File: config.mk
export PLATFORM = sky130hd
export DESIGN_NAME = color_boton_sync
export DESIGN_NICKNAME = d
export VERILOG_FILES = /design/src/rtl/color_boton_sync.sv
export SDC_FILE = /design/constraint.sdc
export NUM_CORES = 1
export LEC_CHECK = 0
export ABC_AREA = 1
export CORE_MARGIN = 2
export CORE_UTILIZATION = 55
export CTS_BUF_LIST = sky130_fd_sc_hd__clkbuf_2
export CTS_CLUSTER_SIZE = 12
export DETAILED_ROUTE_END_ITERATION = 6
export GPL_TIMING_DRIVEN = 0
export PLACE_DENSITY = 0.72
export SLEW_MARGIN = 30
export SYNTH_ARGS = -nofsm -noshare
export SYNTH_HDL_FRONTEND = slang
export SYNTH_SLANG_ARGS = --single-unit
File: constraint.sdc
create_clock -name reloj -period 1.6 [get_ports reloj]
set_input_delay 0.48 -clock reloj [delete_from_list [all_inputs] [get_ports reloj]]
set_output_delay 0.48 -clock reloj [all_outputs]
set_load 0.01 [all_outputs]
File: src/rtl/color_boton_sync.sv
// Colour push-button conditioning: two-flop synchroniser, counter debounce and press
// strobe per button, with toggled enables applied to the RGB stage only at frame boundaries.

module color_boton_deb #(
  parameter int DEB_CYCLES = 1000000,
  parameter int CNT_W      = 20
) (
  input  logic reloj,
  input  logic resetM,
  input  logic btn_i,
  output logic pulse_o
);
  typedef enum logic {ST_STABLE, ST_COUNT} st_e;

  localparam logic [CNT_W-1:0] CNT_LAST = CNT_W'(DEB_CYCLES - 1);

  st_e              st_q;
  logic             s1_q, s2_q, deb_q, deb_prev_q, pulse_q;
  logic [CNT_W-1:0] cnt_q;

  always_ff @(posedge reloj or negedge resetM) begin
    if (!resetM) begin
      st_q       <= ST_STABLE;
      s1_q       <= 1'b0;
      s2_q       <= 1'b0;
      deb_q      <= 1'b0;
      deb_prev_q <= 1'b0;
      pulse_q    <= 1'b0;
      cnt_q      <= '0;
    end else begin
      s1_q       <= btn_i;
      s2_q       <= s1_q;
      deb_prev_q <= deb_q;
      // Strobe lands one clock after the debounced state rises; releases are silent.
      pulse_q    <= deb_q & ~deb_prev_q;
      case (st_q)
        ST_STABLE: begin
          if (s2_q != deb_q) begin
            st_q  <= ST_COUNT;
            cnt_q <= CNT_W'(1);
          end
        end
        ST_COUNT: begin
          if (s2_q == deb_q) begin
            st_q  <= ST_STABLE;
            cnt_q <= '0;
          end else if (cnt_q == CNT_LAST) begin
            deb_q <= s2_q;
            st_q  <= ST_STABLE;
            cnt_q <= '0;
          end else begin
            cnt_q <= cnt_q + CNT_W'(1);
          end
        end
        default: st_q <= ST_STABLE;
      endcase
    end
  end

  assign pulse_o = pulse_q;
endmodule

module color_boton_sync #(
  parameter int DEB_CYCLES = 1000000,
  parameter int CNT_W      = 20
) (
  input  logic       reloj,
  input  logic       resetM,
  input  logic       Boton_R_in,
  input  logic       Boton_G_in,
  input  logic       Boton_B_in,
  input  logic       V_ON,
  output logic       BotonR,
  output logic       BotonG,
  output logic       BotonB,
  output logic [2:0] press_pulse
);
  localparam int NUM_LANES = 3;

  logic [NUM_LANES-1:0] raw, pulse;
  logic [NUM_LANES-1:0] pend_q, rgb_q;
  logic                 v_on_d_q;

  assign raw = {Boton_R_in, Boton_G_in, Boton_B_in};

  for (genvar i = 0; i < NUM_LANES; i++) begin : g_lane
    color_boton_deb #(
      .DEB_CYCLES(DEB_CYCLES),
      .CNT_W     (CNT_W)
    ) u_deb (
      .reloj  (reloj),
      .resetM (resetM),
      .btn_i  (raw[i]),
      .pulse_o(pulse[i])
    );
  end

  // A toggle coinciding with the frame edge misses it: rgb takes the pre-toggle pend.
  always_ff @(posedge reloj or negedge resetM) begin
    if (!resetM) begin
      v_on_d_q <= 1'b0;
      pend_q   <= '0;
      rgb_q    <= '0;
    end else begin
      v_on_d_q <= V_ON;
      pend_q   <= pend_q ^ pulse;
      if (v_on_d_q && !V_ON) rgb_q <= pend_q;
    end
  end

  assign press_pulse = pulse;
  assign BotonR      = rgb_q[2];
  assign BotonG      = rgb_q[1];
  assign BotonB      = rgb_q[0];
endmodule
==> results.cfg <==
[route]
dr.first_iter.drc_count = 244
route.detailed.vias_per_inst = 5.24
drc_errors = 0
routed_wire_length_per_instance_microns = 12.7
antenna_left = 0
finalWirelength_microns = 9230
routed-via-count = 3801
dr.pass1.iters = 4

[synthesis]
ys_seq_elements = 85
count_of_flip_flops_with_a_built_in_enable_after_synthesis = 0
synth_top_area_share_pct = 44.7
syn-instance-count = 587
synthesis.area_sq_um = 4750
synth-main-ff-cell = sky130_fd_sc_hd__dfrtp_1
mappedNetlistNets = 596
yosys_warnings = 0
ys_async_sr_fraction_pct = 100
synth_seq_area_share_pct = 44.7
yosys-top-cells-area = sky130_fd_sc_hd__dfrtp_1 (45%), sky130_fd_sc_hd__nand2_1 (13%), sky130_fd_sc_hd__nand3_1 (5.5%), sky130_fd_sc_hd__xor2_1 (5.2%), sky130_fd_sc_hd__inv_1 (4.7%)
yosys.area.top_type = sky130_fd_sc_hd__dfrtp_1
synth_cell_type_count = 33
postSynthAreaPerCell_sq_um = 8.10

[placed_design]
gp_routability_congestion = 0.904
numPlacedInstances = 704
hpwl_microns = 6670
preCtsSetupSlack_ns = 0.00669
port_buffers = 11

[power_and_ir_drop]
ir_worst_vdd_mv = 0.592
p_leak_uw = 0.00234
power_density_nw_per_um2 = 709

[sta]
fin_skew_ns = 0.0230
slack_of_the_critical_path_ns = 0.00793
grt_setup_unrepaired = true
timing.final.max_slew_violations = 0
layout_worst_path_cycle_share_pct = 99.5
slew_headroom_pct = 78.9
worst-slew-pin-transition_ns = 0.317
setup_viol_count_final = 0
fmax_mhz = 628
timing_hold_violations_final = 0
post-route-min-period_ns = 1.59

[clock_network]
cts_root_buf = sky130_fd_sc_hd__clkbuf_2
ctsLongestPathBuffers = 2
worst_setup_hold_path_clk_slew_ns = 0.25
clock_buffer_count_from_cts = 9
htree_num_levels = 3
cts.sinks = 85
tritoncts = yes
insertion_delay_ns = 0.54

[grt]
grt_remaining_overflow = 0
largest_net_degree_at_the_start_of_global_routing = 54
grt_pass1_wl_microns = 16100
first_global_vias = 3631
antenna_violations_before_repair = 0
grtUsageTotal_pct = 20.5

[setup_path]
critical_path_peak_fanout = 2
crit_chain = buf_2
arrival_ns = 1.11
crit_type = flip-flop to primary output
worstPathRequired_ns = 1.12
critPathLaunchType = flip-flop
crit_path_max_incr_delay_ns = 0.43
r2r_start = g_lane[2].u_deb.cnt_q[0]
crit_start = rgb_q[2]
cpMaxStageDelayCell = sky130_fd_sc_hd__dfrtp_1
timing.critical_path.to_type = primary output
critical-path-top-delay-family = flip-flops
path_buf_inv = 1

[job]
maxCapViolations = 0

[floorplanning]
core_sq_um = 8300
initial_util_pct = 57.3
die_area_sq_um = 9400
die_width_microns = 97.0
die_height_microns = 97.0
io_pins = 12
fp-row-count = 33

[hold_path]
hp-class = input port to flip-flop
hold_path.startpoint = Boton_B_in

[finish]
final-instance-count-excl-fill = 725
area.growth.synth_to_final_pct = 10.6
diodes = 0
layout-drive-gt1-share_pct = 17.9
final_net_count = 624

[status]
run_status = complete, no violations
placed cells by master, fill, tap and decap left out, drive strengths merged, types with 2 or more instances in the layout:
cell,count
clkdlybuf4s50,4
nor3,6
clkinv,3
nand4,15
o211ai,2
a21oi,8
clkbuf,9
mux2,3
inv,67
xor2,28
o21ai,29
nand2,175
o22ai,13
clkinvlp,2
nand3b,2
buf,27
nor2,68
o21bai,6
ha,3
xnor2,5
dfrtp,85
nand3,57
layout make-up:
class,instances,area [sq um]
Inverter,66,248
Clock buffer,9,45.0
Timing Repair Buffer,20,190
Clock inverter,7,75.1
Sequential cell,85,2130
Buffer,12,97.6
Fill cell,719,3040
Tap cell,105,131
Multi-Input combinational cell,421,2340
metrics by stage:
step	setup TNS, ns	hold slack (ns)	cell area, sq um	power (uW)	utilization (%)
2_1_floorplan	0	0.184	4750	2470	-
3_3_place_gp	-260.19	0.335	4990	2570	60.2
3_5_place_dp	0	0.337	5020	2590	60.5
4_1_cts	-0.243	0.298	5140	3750	62.0
5_1_grt	-0.443	0.289	5260	3920	63.4
6_report	0	0.342	5260	3730	63.4
state kept, by name, summed over array words and instances (netlist names):
name,count
g_lane.u_deb.pulse_o,3
g_lane.u_deb.cnt_q,60
g_lane.u_deb.deb_prev_q,3
rgb_q,3
v_on_d_q,1
g_lane.u_deb.s1_q,3
g_lane.u_deb.s2_q,3
g_lane.u_deb.st_q,3
g_lane.u_deb.deb_q,3
pend_q,3
cell usage after synthesis, types with 5 or more instances:
library cell	instances
sky130_fd_sc_hd__a21oi_1	8
sky130_fd_sc_hd__buf_2	5
sky130_fd_sc_hd__buf_4	7
sky130_fd_sc_hd__dfrtp_1	85
sky130_fd_sc_hd__inv_1	60
sky130_fd_sc_hd__inv_2	6
sky130_fd_sc_hd__nand2_1	163
sky130_fd_sc_hd__nand2_2	11
sky130_fd_sc_hd__nand3_1	52
sky130_fd_sc_hd__nand3_2	5
sky130_fd_sc_hd__nand4_1	15
sky130_fd_sc_hd__nor2_1	48
sky130_fd_sc_hd__nor2_2	11
sky130_fd_sc_hd__nor2_4	9
sky130_fd_sc_hd__nor3_1	5
sky130_fd_sc_hd__o21ai_0	6
sky130_fd_sc_hd__o21ai_1	17
sky130_fd_sc_hd__o21ai_2	6
sky130_fd_sc_hd__o21bai_1	6
sky130_fd_sc_hd__o22ai_1	8
sky130_fd_sc_hd__o22ai_2	5
sky130_fd_sc_hd__xor2_1	28
metal layers:
| layer | GRT usage [%] | up-vias | share of wire (%) |
|---|---|---|---|
| met3 | 3.25 | 11 | 3.3 |
| met5 | 0 | - | 0 |
| met1 | 29.2 | 1801 | 50 |
| met2 | 31.8 | 61 | 46 |
| li1 | - | 1928 | - |
| met4 | 7.48 | 0 | 1.2 |
repair_timing:
action                                  4_1_cts  5_1_grt
endpoints found under the setup margin        6       54
cloned                                        0        0
gates resized for setup                      27       19
buffers inserted                              3        4
hold buffers                                  1        0
hold endpoints to repair                     32        0
pin swaps                                     0        4
worst paths after layout:
kind                                             end  slack (ns)  cells past startpoint
max                                           BotonR       0.008                      1
min                             g_lane[0].u_deb.s1_q        0.34                      1
max reg2reg                 g_lane[2].u_deb.cnt_q[3]        0.11                      7
min reg2reg                     g_lane[2].u_deb.s2_q        0.38                      0
max in group asynchronous  g_lane[1].u_deb.cnt_q[14]        0.68                      3
min in group asynchronous   g_lane[2].u_deb.cnt_q[7]        0.35                      2
cells by family after synthesis:
kind of cell / count (synthesis) / synth area share, %
AO/OA/AOI/OAI: 58 / 8.00
XOR/XNOR: 33 / 6.40
adder cells (fa/ha/maj): 3 / 0.790
buffers and inverters: 81 / 7.74
flip-flops: 85 / 44.7
multiplexers: 3 / 0.711
AND/OR/NAND/NOR: 324 / 31.6
power breakdown:
group / total [uW] / switching [uW] / internal, uW
clock network: 1140 / 776 / 366
registers: 2260 / 59.2 / 2200
logic: 329 / 202 / 127
(Power assumes the default switching activity.)
